File: config.mk
export PLATFORM = sky130hd
export DESIGN_NAME = fir_mac_seq_flat
export DESIGN_NICKNAME = d
export VERILOG_FILES = /design/src/rtl/fir_mac_seq_if.sv /design/src/rtl/fir_mac_seq.sv /design/src/flat_wrapper.sv
export SDC_FILE = /design/constraint.sdc
export NUM_CORES = 2
export LEC_CHECK = 0
export CAP_MARGIN = 30
export CORE_ASPECT_RATIO = 1.5
export CORE_UTILIZATION = 46
export CTS_BUF_LIST = sky130_fd_sc_hd__clkbuf_16
export DETAILED_ROUTE_END_ITERATION = 6
export GPL_TIMING_DRIVEN = 1
export PLACE_DENSITY = 0.72
export SYNTH_ARGS = -nofsm -noshare
export SYNTH_HDL_FRONTEND = slang
export SYNTH_SLANG_ARGS = --single-unit
File: constraint.sdc
create_clock -name clk -period 21.2 [get_ports clk]
set_clock_uncertainty 0.05 [all_clocks]
set_input_delay 6.36 -clock clk [delete_from_list [all_inputs] [get_ports clk]]
set_output_delay 6.36 -clock clk [all_outputs]
set_load 0.1 [all_outputs]
File: src/rtl/fir_mac_seq_if.sv
// ---------------------------------------------------------------------------
// fir_mac_seq_if -- sample, coefficient and result signals of fir_mac_seq.
//   bank_sel         coefficient bank used for the next accepted sample
//   in_valid/ready   sample handshake, x_in is the signed sample
//   flush            clears the delay line while the filter is idle
//   coef_we/bank/addr/data  coefficient write port, coef_err = write rejected
//   out_valid/ready  result handshake, y_out signed result, sat = clamped
// master: the side that feeds samples and consumes results (testbench/host).
// slave : the filter itself.
// ---------------------------------------------------------------------------
interface fir_mac_seq_if #(
  parameter int DATA_W = 16,
  parameter int COEF_W = 16,
  parameter int TAPS   = 8,
  parameter int OUT_W  = 16
);
  localparam int AW = $clog2(TAPS);

  logic [1:0]               bank_sel;
  logic                     in_valid;
  logic                     in_ready;
  logic signed [DATA_W-1:0] x_in;
  logic                     flush;
  logic                     coef_we;
  logic [1:0]               coef_bank;
  logic [AW-1:0]            coef_addr;
  logic signed [COEF_W-1:0] coef_data;
  logic                     coef_err;
  logic                     out_valid;
  logic                     out_ready;
  logic signed [OUT_W-1:0]  y_out;
  logic                     sat;

  modport master (
    output bank_sel, in_valid, x_in, flush, coef_we, coef_bank, coef_addr,
           coef_data, out_ready,
    input  in_ready, coef_err, out_valid, y_out, sat
  );

  modport slave (
    input  bank_sel, in_valid, x_in, flush, coef_we, coef_bank, coef_addr,
           coef_data, out_ready,
    output in_ready, coef_err, out_valid, y_out, sat
  );
endinterface

File: src/rtl/fir_mac_seq.sv
// ---------------------------------------------------------------------------
// fir_mac_seq -- time-multiplexed FIR filter, one multiply-accumulate per
// clock, four switchable coefficient banks.
//   clk    rising-edge clock
//   rst_n  asynchronous active-low reset
//   bus    fir_mac_seq_if.slave (sample in, coefficient write, result out)
// Optional feature macro: FIR_SAT_EN
//   defined   -> result clamped to the OUT_W signed range, sat flags clamping
//   undefined -> result wraps to its low OUT_W bits, sat is always 0
// Timing: a sample accepted at edge N gives out_valid from edge N+TAPS+1.
// The products are registered, so the MAC phase spends TAPS cycles forming
// products plus one cycle folding the last product into the result.
// ---------------------------------------------------------------------------
module fir_mac_seq #(
  parameter int DATA_W = 16,
  parameter int COEF_W = 16,
  parameter int TAPS   = 8,
  parameter int OUT_W  = 16,
  parameter int SHIFT  = 15
) (
  input logic          clk,
  input logic          rst_n,
  fir_mac_seq_if.slave bus
);

  localparam int PW    = DATA_W + COEF_W;
  localparam int ACC_W = PW + $clog2(TAPS);
  localparam int RW    = ACC_W + 1;
  localparam int AW    = $clog2(TAPS);
  localparam int KW    = $clog2(TAPS + 1);

  localparam logic [1:0] S_IDLE = 2'd0;
  localparam logic [1:0] S_MAC  = 2'd1;
  localparam logic [1:0] S_OUT  = 2'd2;

  localparam logic [RW-1:0] RND = {{(RW-1){1'b0}}, 1'b1} << (SHIFT - 1);

  logic [1:0]               r_state;
  logic [KW-1:0]            r_tap;
  logic [1:0]               r_bank;
  logic signed [ACC_W-1:0]  r_acc;
  logic signed [PW-1:0]     r_prod;
  logic                     r_prod_vld;
  logic                     r_in_ready;
  logic                     r_out_valid;
  logic signed [OUT_W-1:0]  r_y;
  logic                     r_sat;
  logic                     r_coef_err;
  logic signed [DATA_W-1:0] r_d    [TAPS];
  logic signed [COEF_W-1:0] r_coef [4][TAPS];

  logic [AW-1:0]            w_idx;
  logic signed [PW-1:0]     w_prod;
  logic signed [ACC_W-1:0]  w_prod_ext;
  logic signed [ACC_W-1:0]  w_acc_fin;
  logic signed [RW-1:0]     w_rnd;
  logic signed [OUT_W-1:0]  w_y;
  logic                     w_sat;
  logic                     w_coef_hit;

  // Tap index is only meaningful below TAPS; the fold cycle reads tap 0 harmlessly.
  assign w_idx      = (r_tap < KW'(TAPS)) ? r_tap[AW-1:0] : {AW{1'b0}};
  assign w_prod     = r_d[w_idx] * r_coef[r_bank][w_idx];
  assign w_prod_ext = {{(ACC_W-PW){r_prod[PW-1]}}, r_prod};
  assign w_acc_fin  = r_acc + w_prod_ext;
  assign w_rnd      = {w_acc_fin[ACC_W-1], w_acc_fin} + RND;

  // A write aimed at the bank the running sample uses would corrupt it.
  assign w_coef_hit = bus.coef_we && (r_state != S_IDLE) && (bus.coef_bank == r_bank);

`ifdef FIR_SAT_EN
  localparam logic signed [RW-1:0] MAXV = RW'((64'sd1 <<< (OUT_W - 1)) - 64'sd1);
  localparam logic signed [RW-1:0] MINV = RW'(-(64'sd1 <<< (OUT_W - 1)));
  logic signed [RW-1:0] w_r;
  assign w_r = w_rnd >>> SHIFT;

  // Clamp the rounded result into the output range.
  always_comb begin
    w_y   = w_r[OUT_W-1:0];
    w_sat = 1'b0;
    if (w_r > MAXV) begin
      w_y   = MAXV[OUT_W-1:0];
      w_sat = 1'b1;
    end else if (w_r < MINV) begin
      w_y   = MINV[OUT_W-1:0];
      w_sat = 1'b1;
    end else begin
      w_y   = w_r[OUT_W-1:0];
      w_sat = 1'b0;
    end
  end
`else
  assign w_y   = OUT_W'(w_rnd >>> SHIFT);
  assign w_sat = 1'b0;
`endif

  // Control FSM, delay line, accumulator and registered outputs.
  always_ff @(posedge clk or negedge rst_n) begin
    if (!rst_n) begin
      r_state     <= S_IDLE;
      r_tap       <= {KW{1'b0}};
      r_bank      <= 2'd0;
      r_acc       <= {ACC_W{1'b0}};
      r_prod      <= {PW{1'b0}};
      r_prod_vld  <= 1'b0;
      r_in_ready  <= 1'b0;
      r_out_valid <= 1'b0;
      r_y         <= {OUT_W{1'b0}};
      r_sat       <= 1'b0;
      for (int k = 0; k < TAPS; k++) r_d[k] <= {DATA_W{1'b0}};
    end else begin
      case (r_state)
        S_IDLE: begin
          if (bus.in_valid && r_in_ready) begin
            // flush together with a sample: the sample enters a zeroed line
            r_d[0] <= bus.x_in;
            for (int k = 1; k < TAPS; k++)
              r_d[k] <= bus.flush ? {DATA_W{1'b0}} : r_d[k-1];
            r_bank     <= bus.bank_sel;
            r_acc      <= {ACC_W{1'b0}};
            r_tap      <= {KW{1'b0}};
            r_prod_vld <= 1'b0;
            r_in_ready <= 1'b0;
            r_state    <= S_MAC;
          end else begin
            if (bus.flush) begin
              for (int k = 0; k < TAPS; k++) r_d[k] <= {DATA_W{1'b0}};
            end
            r_in_ready <= 1'b1;
          end
        end
        S_MAC: begin
          if (r_tap < KW'(TAPS)) begin
            r_prod     <= w_prod;
            r_prod_vld <= 1'b1;
            if (r_prod_vld) r_acc <= w_acc_fin;
            r_tap      <= r_tap + KW'(1);
          end else begin
            // fold cycle: last product joins the sum, result is registered
            r_acc       <= w_acc_fin;
            r_y         <= w_y;
            r_sat       <= w_sat;
            r_out_valid <= 1'b1;
            r_state     <= S_OUT;
          end
        end
        S_OUT: begin
          if (bus.out_ready) begin
            r_out_valid <= 1'b0;
            r_in_ready  <= 1'b1;
            r_state     <= S_IDLE;
          end
        end
        default: begin
          r_state     <= S_IDLE;
          r_out_valid <= 1'b0;
          r_in_ready  <= 1'b0;
        end
      endcase
    end
  end

  // Coefficient store and write-rejection flag.
  always_ff @(posedge clk or negedge rst_n) begin
    if (!rst_n) begin
      r_coef_err <= 1'b0;
      for (int b = 0; b < 4; b++)
        for (int k = 0; k < TAPS; k++) r_coef[b][k] <= {COEF_W{1'b0}};
    end else begin
      r_coef_err <= w_coef_hit;
      if (bus.coef_we && !w_coef_hit && ({1'b0, bus.coef_addr} < (AW+1)'(TAPS)))
        r_coef[bus.coef_bank][bus.coef_addr] <= bus.coef_data;
    end
  end

  assign bus.in_ready  = r_in_ready;
  assign bus.out_valid = r_out_valid;
  assign bus.y_out     = r_y;
  assign bus.sat       = r_sat;
  assign bus.coef_err  = r_coef_err;

endmodule

File: src/flat_wrapper.sv
// flat-port wrapper written by rule: the top's interface ports become plain ports
module fir_mac_seq_flat 
#(
  parameter int DATA_W = 16,
  parameter int COEF_W = 16,
  parameter int TAPS   = 8,
  parameter int OUT_W  = 16,
  parameter int SHIFT  = 15
)
  (clk, rst_n, bus_bank_sel, bus_in_valid, bus_x_in, bus_flush, bus_coef_we, bus_coef_bank, bus_coef_addr, bus_coef_data, bus_out_ready, bus_in_ready, bus_coef_err, bus_out_valid, bus_y_out, bus_sat);
  fir_mac_seq_if #(.DATA_W(DATA_W), .COEF_W(COEF_W), .TAPS(TAPS), .OUT_W(OUT_W)) bus_i ();
  input logic clk;
  input logic rst_n;
  input wire logic [$bits(bus_i.bank_sel)-1:0] bus_bank_sel;
  input wire logic [$bits(bus_i.in_valid)-1:0] bus_in_valid;
  input wire logic [$bits(bus_i.x_in)-1:0] bus_x_in;
  input wire logic [$bits(bus_i.flush)-1:0] bus_flush;
  input wire logic [$bits(bus_i.coef_we)-1:0] bus_coef_we;
  input wire logic [$bits(bus_i.coef_bank)-1:0] bus_coef_bank;
  input wire logic [$bits(bus_i.coef_addr)-1:0] bus_coef_addr;
  input wire logic [$bits(bus_i.coef_data)-1:0] bus_coef_data;
  input wire logic [$bits(bus_i.out_ready)-1:0] bus_out_ready;
  output wire logic [$bits(bus_i.in_ready)-1:0] bus_in_ready;
  output wire logic [$bits(bus_i.coef_err)-1:0] bus_coef_err;
  output wire logic [$bits(bus_i.out_valid)-1:0] bus_out_valid;
  output wire logic [$bits(bus_i.y_out)-1:0] bus_y_out;
  output wire logic [$bits(bus_i.sat)-1:0] bus_sat;
  assign bus_i.bank_sel = bus_bank_sel;
  assign bus_i.in_valid = bus_in_valid;
  assign bus_i.x_in = bus_x_in;
  assign bus_i.flush = bus_flush;
  assign bus_i.coef_we = bus_coef_we;
  assign bus_i.coef_bank = bus_coef_bank;
  assign bus_i.coef_addr = bus_coef_addr;
  assign bus_i.coef_data = bus_coef_data;
  assign bus_i.out_ready = bus_out_ready;
  assign bus_in_ready = bus_i.in_ready;
  assign bus_coef_err = bus_i.coef_err;
  assign bus_out_valid = bus_i.out_valid;
  assign bus_y_out = bus_i.y_out;
  assign bus_sat = bus_i.sat;
  fir_mac_seq #(.DATA_W(DATA_W), .COEF_W(COEF_W), .TAPS(TAPS), .OUT_W(OUT_W), .SHIFT(SHIFT)) u_core (.clk(clk), .rst_n(rst_n), .bus(bus_i));
endmodule
==> out/results.ini <==
[place]
gp_congestion=0.9020
port_buffers=63
placed_cell_area_mm2=0.04607
hpwl_um=71520
place_ws_ns=11.33
dp_cells=4622

[synth]
yosys_warnings=0
synth_edf_count=0
syn_nets=3850
yosys_most_used_dff=dfrtp_1
synth_cell_types=80
avgSynthCellArea_um2=12.67
synth_seq_cells=730
seq_area_frac_synth=0.4197
async_reset_ff_frac=1.000
syn_inst=3436
netlist_area_mm2=0.04353

[clocking]
cts_resized=0
cts_buffer_depth=3
ctsRootBufferMaster=clkbuf_16
htreeDepth=3
hold_buffers=0
clock-sinks=730
clk_pin_slew_worst_paths_ns=0.06
cts_buffers=76
clk_latency_ns=0.65
post-cts-setup-buffers=0
cts_tree=done

[status]
status=complete, but fails checks
violations=design-rule violations

[hold_path]
hold_path_end=u_core.bus.y_out[3]$_DFFE_PN0P_
min-delay-start=u_core.bus.y_out[3]$_DFFE_PN0P_
hold_depth=2
min_path_type=reg2reg

[setup_path]
cp.required_ns=21.67
startpoint_type=flop
path_buf_inv=7
crit_type=reg2reg
end_kind=flop
rrSetupSlack_ns=11.42
slowest_stage=buf_4
path_max_fanout=52
timing.rr.end=u_core.r_prod[27]$_DFFE_PN0P_
cp.arrival_ns=10.25
reg2reg_depth=27
regToRegStartpoint=u_core.r_bank[1]$_DFFE_PN0P_
critical-path-top-delay-family=adder cells
crit_top_cell=fa_1
slowest_delay_ns=0.78

[pwr]
total_power_mw=8.031
powerDensity_mw_per_mm2=165.2
cellLeakagePower_nw=22.37
max-vdd-ir-drop_mv=0.1254

[floorplan]
ios=65
coreArea_mm2=0.09342
design.die.area_mm2=0.09588
die_x_um=253.2
die_y_um=378.7
rows=137
start_util=0.4659

[sta]
rsz0062_at_grt=no
final.setup.tns_ns=0
drv_slew=0
final.setup.worst_slack_ns=11.42
max_freq_ghz=0.1023
setup_viol=0
post-route-period-util=0.4612
hold_viol_final=0
worst_pin_slew_ns=1.046
min_period_ns=9.777
hold_ws_ns=0.4274
slew_headroom=0.3003

[layout]
fin_area_mm2=0.04862
finalNonFillerCells=4769
nets=3869
utilization=0.5205
drive_gt1_frac=0.2825
area_delta_synth_final_pct=11.71

[grt]
grt_pass1_wl_um=165200
track_usage=0.2216
grt_start_max_net_pins=183
antenna_found_initial=2
grt_pass1_vias=29802
grt-ovfl-total=0

[detailed_routing]
postRouteAntennaNets=0
drt_iter0_markers=1453
vias=27275
avgViaCountPerCell=5.719
routed_wl_um=101800
firstDrtPassIters=7
drt_drc_violations_left=1
routedWlPerCell_um=21.35

[run]
maxCapViolations=0

logic make-up after synthesis:
| family | count (synthesis) | share of synthesized area |
|---|---|---|
| multiplexers | 738 | 0.2397 |
| flip-flops | 730 | 0.4197 |
| AND/OR/NAND/NOR | 600 | 0.06206 |
| buffers and inverters | 533 | 0.04858 |
| AO/OA/AOI/OAI | 396 | 0.06554 |
| adder cells (fa/ha/maj) | 369 | 0.1504 |
| XOR/XNOR | 69 | 0.01388 |
| other | 1 | 0.00008616 |
flip-flops by register name, indices dropped and copies added (netlist names), 2 cells and up:
| signal | count |
|---|---|
| u_core.r_coef | 512 |
| u_core.r_d | 128 |
| u_core.r_acc | 31 |
| u_core.r_prod | 31 |
| u_core.bus.y_out | 16 |
| u_core.r_tap | 4 |
| u_core.r_bank | 2 |
| u_core.r_state | 2 |
worst register-to-register path: stages (launching register included):
cell and delay [ns]:
dfrtp_4 0.73, buf_4 0.72, buf_4 0.83, mux4_2 0.43
mux4_2 0.52, mux2i_1 0.27, buf_4 0.31, nor2_1 0.10
fa_1 0.54, inv_1 0.05, fa_1 0.46, fa_1 0.51
inv_1 0.05, fa_1 0.49, fa_1 0.49, inv_1 0.05
fa_1 0.47, inv_1 0.04, ha_1 0.32, a21o_1 0.18
a21o_1 0.18, a21oi_1 0.18, o21ai_0 0.25, a41oi_1 0.57
o31a_1 0.24, a21boi_0 0.11, or3_1 0.32, a31o_2 0.24
where the power goes:
group,switching [mW],internal (mW)
clock network,0.575,0.732
registers,0.211,1.74
logic,2.71,2.06
worst max-delay path by stage:
stage,cells after the start,to,from,slack (ns)
3_3_place_gp,7,u_core.r_coef[391]$_DFFE_PN0P_,bus_coef_bank[1],11.36
2_1_floorplan,9,u_core.r_coef[501]$_DFFE_PN0P_,bus_coef_bank[0],12.89
6_report,27,u_core.r_prod[27]$_DFFE_PN0P_,u_core.r_bank[1]$_DFFE_PN0P_,11.42
5_1_grt,27,u_core.r_prod[27]$_DFFE_PN0P_,u_core.r_bank[1]$_DFFE_PN0P_,11.09
4_1_cts,27,u_core.r_prod[27]$_DFFE_PN0P_,u_core.r_bank[0]$_DFFE_PN0P_,11.32
3_5_place_dp,27,u_core.r_prod[27]$_DFFE_PN0P_,u_core.r_bank[0]$_DFFE_PN0P_,11.33
layer usage:
metal / GRT usage / vias up / wire (µm)
li1: - / 12000 / -
met1: 0.2582 / 14378 / 39180
met2: 0.4015 / 664 / 53930
met3: 0.02983 / 233 / 4104
met4: 0.1026 / 0 / 4583
met5: 0 / - / 0
layout by cell type, fill, tap and decap left out, drive strengths merged, types with 10 or more instances in the layout:
| master | n |
|---|---|
| nand3 | 36 |
| mux2i | 26 |
| clkdlybuf4s50 | 62 |
| a21o | 20 |
| a21oi | 60 |
| xnor2 | 46 |
| nand2 | 206 |
| mux2 | 523 |
| fa | 257 |
| nor2b | 10 |
| buf | 99 |
| or2 | 23 |
| clkbuf | 77 |
| ha | 112 |
| xor2 | 23 |
| o21bai | 14 |
| nor2 | 230 |
| clkinv | 34 |
| a22o | 142 |
| o21ai | 93 |
| nand2b | 28 |
| or3 | 14 |
| mux4 | 189 |
| inv | 333 |
| dfrtp | 730 |
cells in the mapped netlist (all sizes together), types with 10 or more instances:
library cell / number / area share
o21ai: 93 / 0.011
xnor2: 46 / 0.0093
a21o: 20 / 0.0034
a21oi: 60 / 0.0072
nor2b: 10 / 0.0014
nand2b: 28 / 0.0040
or3: 14 / 0.0020
ha: 112 / 0.032
buf: 81 / 0.0095
o21bai: 14 / 0.0024
mux2i: 26 / 0.0066
clkbuf: 139 / 0.012
nor2: 230 / 0.020
fa: 257 / 0.12
inv: 312 / 0.027
nand3: 36 / 0.0047
mux2: 523 / 0.14
mux4: 189 / 0.098
or2: 23 / 0.0033
nand2: 206 / 0.018
a22o: 142 / 0.029
dfrtp: 730 / 0.42
xor2: 23 / 0.0046
cell type report:
class	instances	area [µm²]
diodes	3	7.507
clock buffers	76	1902
clock inverters	62	505.5
fillers	7819	44800
inverters	312	1171
multi-input cells	2173	23250
flip-flops and latches	730	18280
well taps	1251	1565
repair buffers	162	1944
Note: power is estimated with default switching activity, not from simulation.
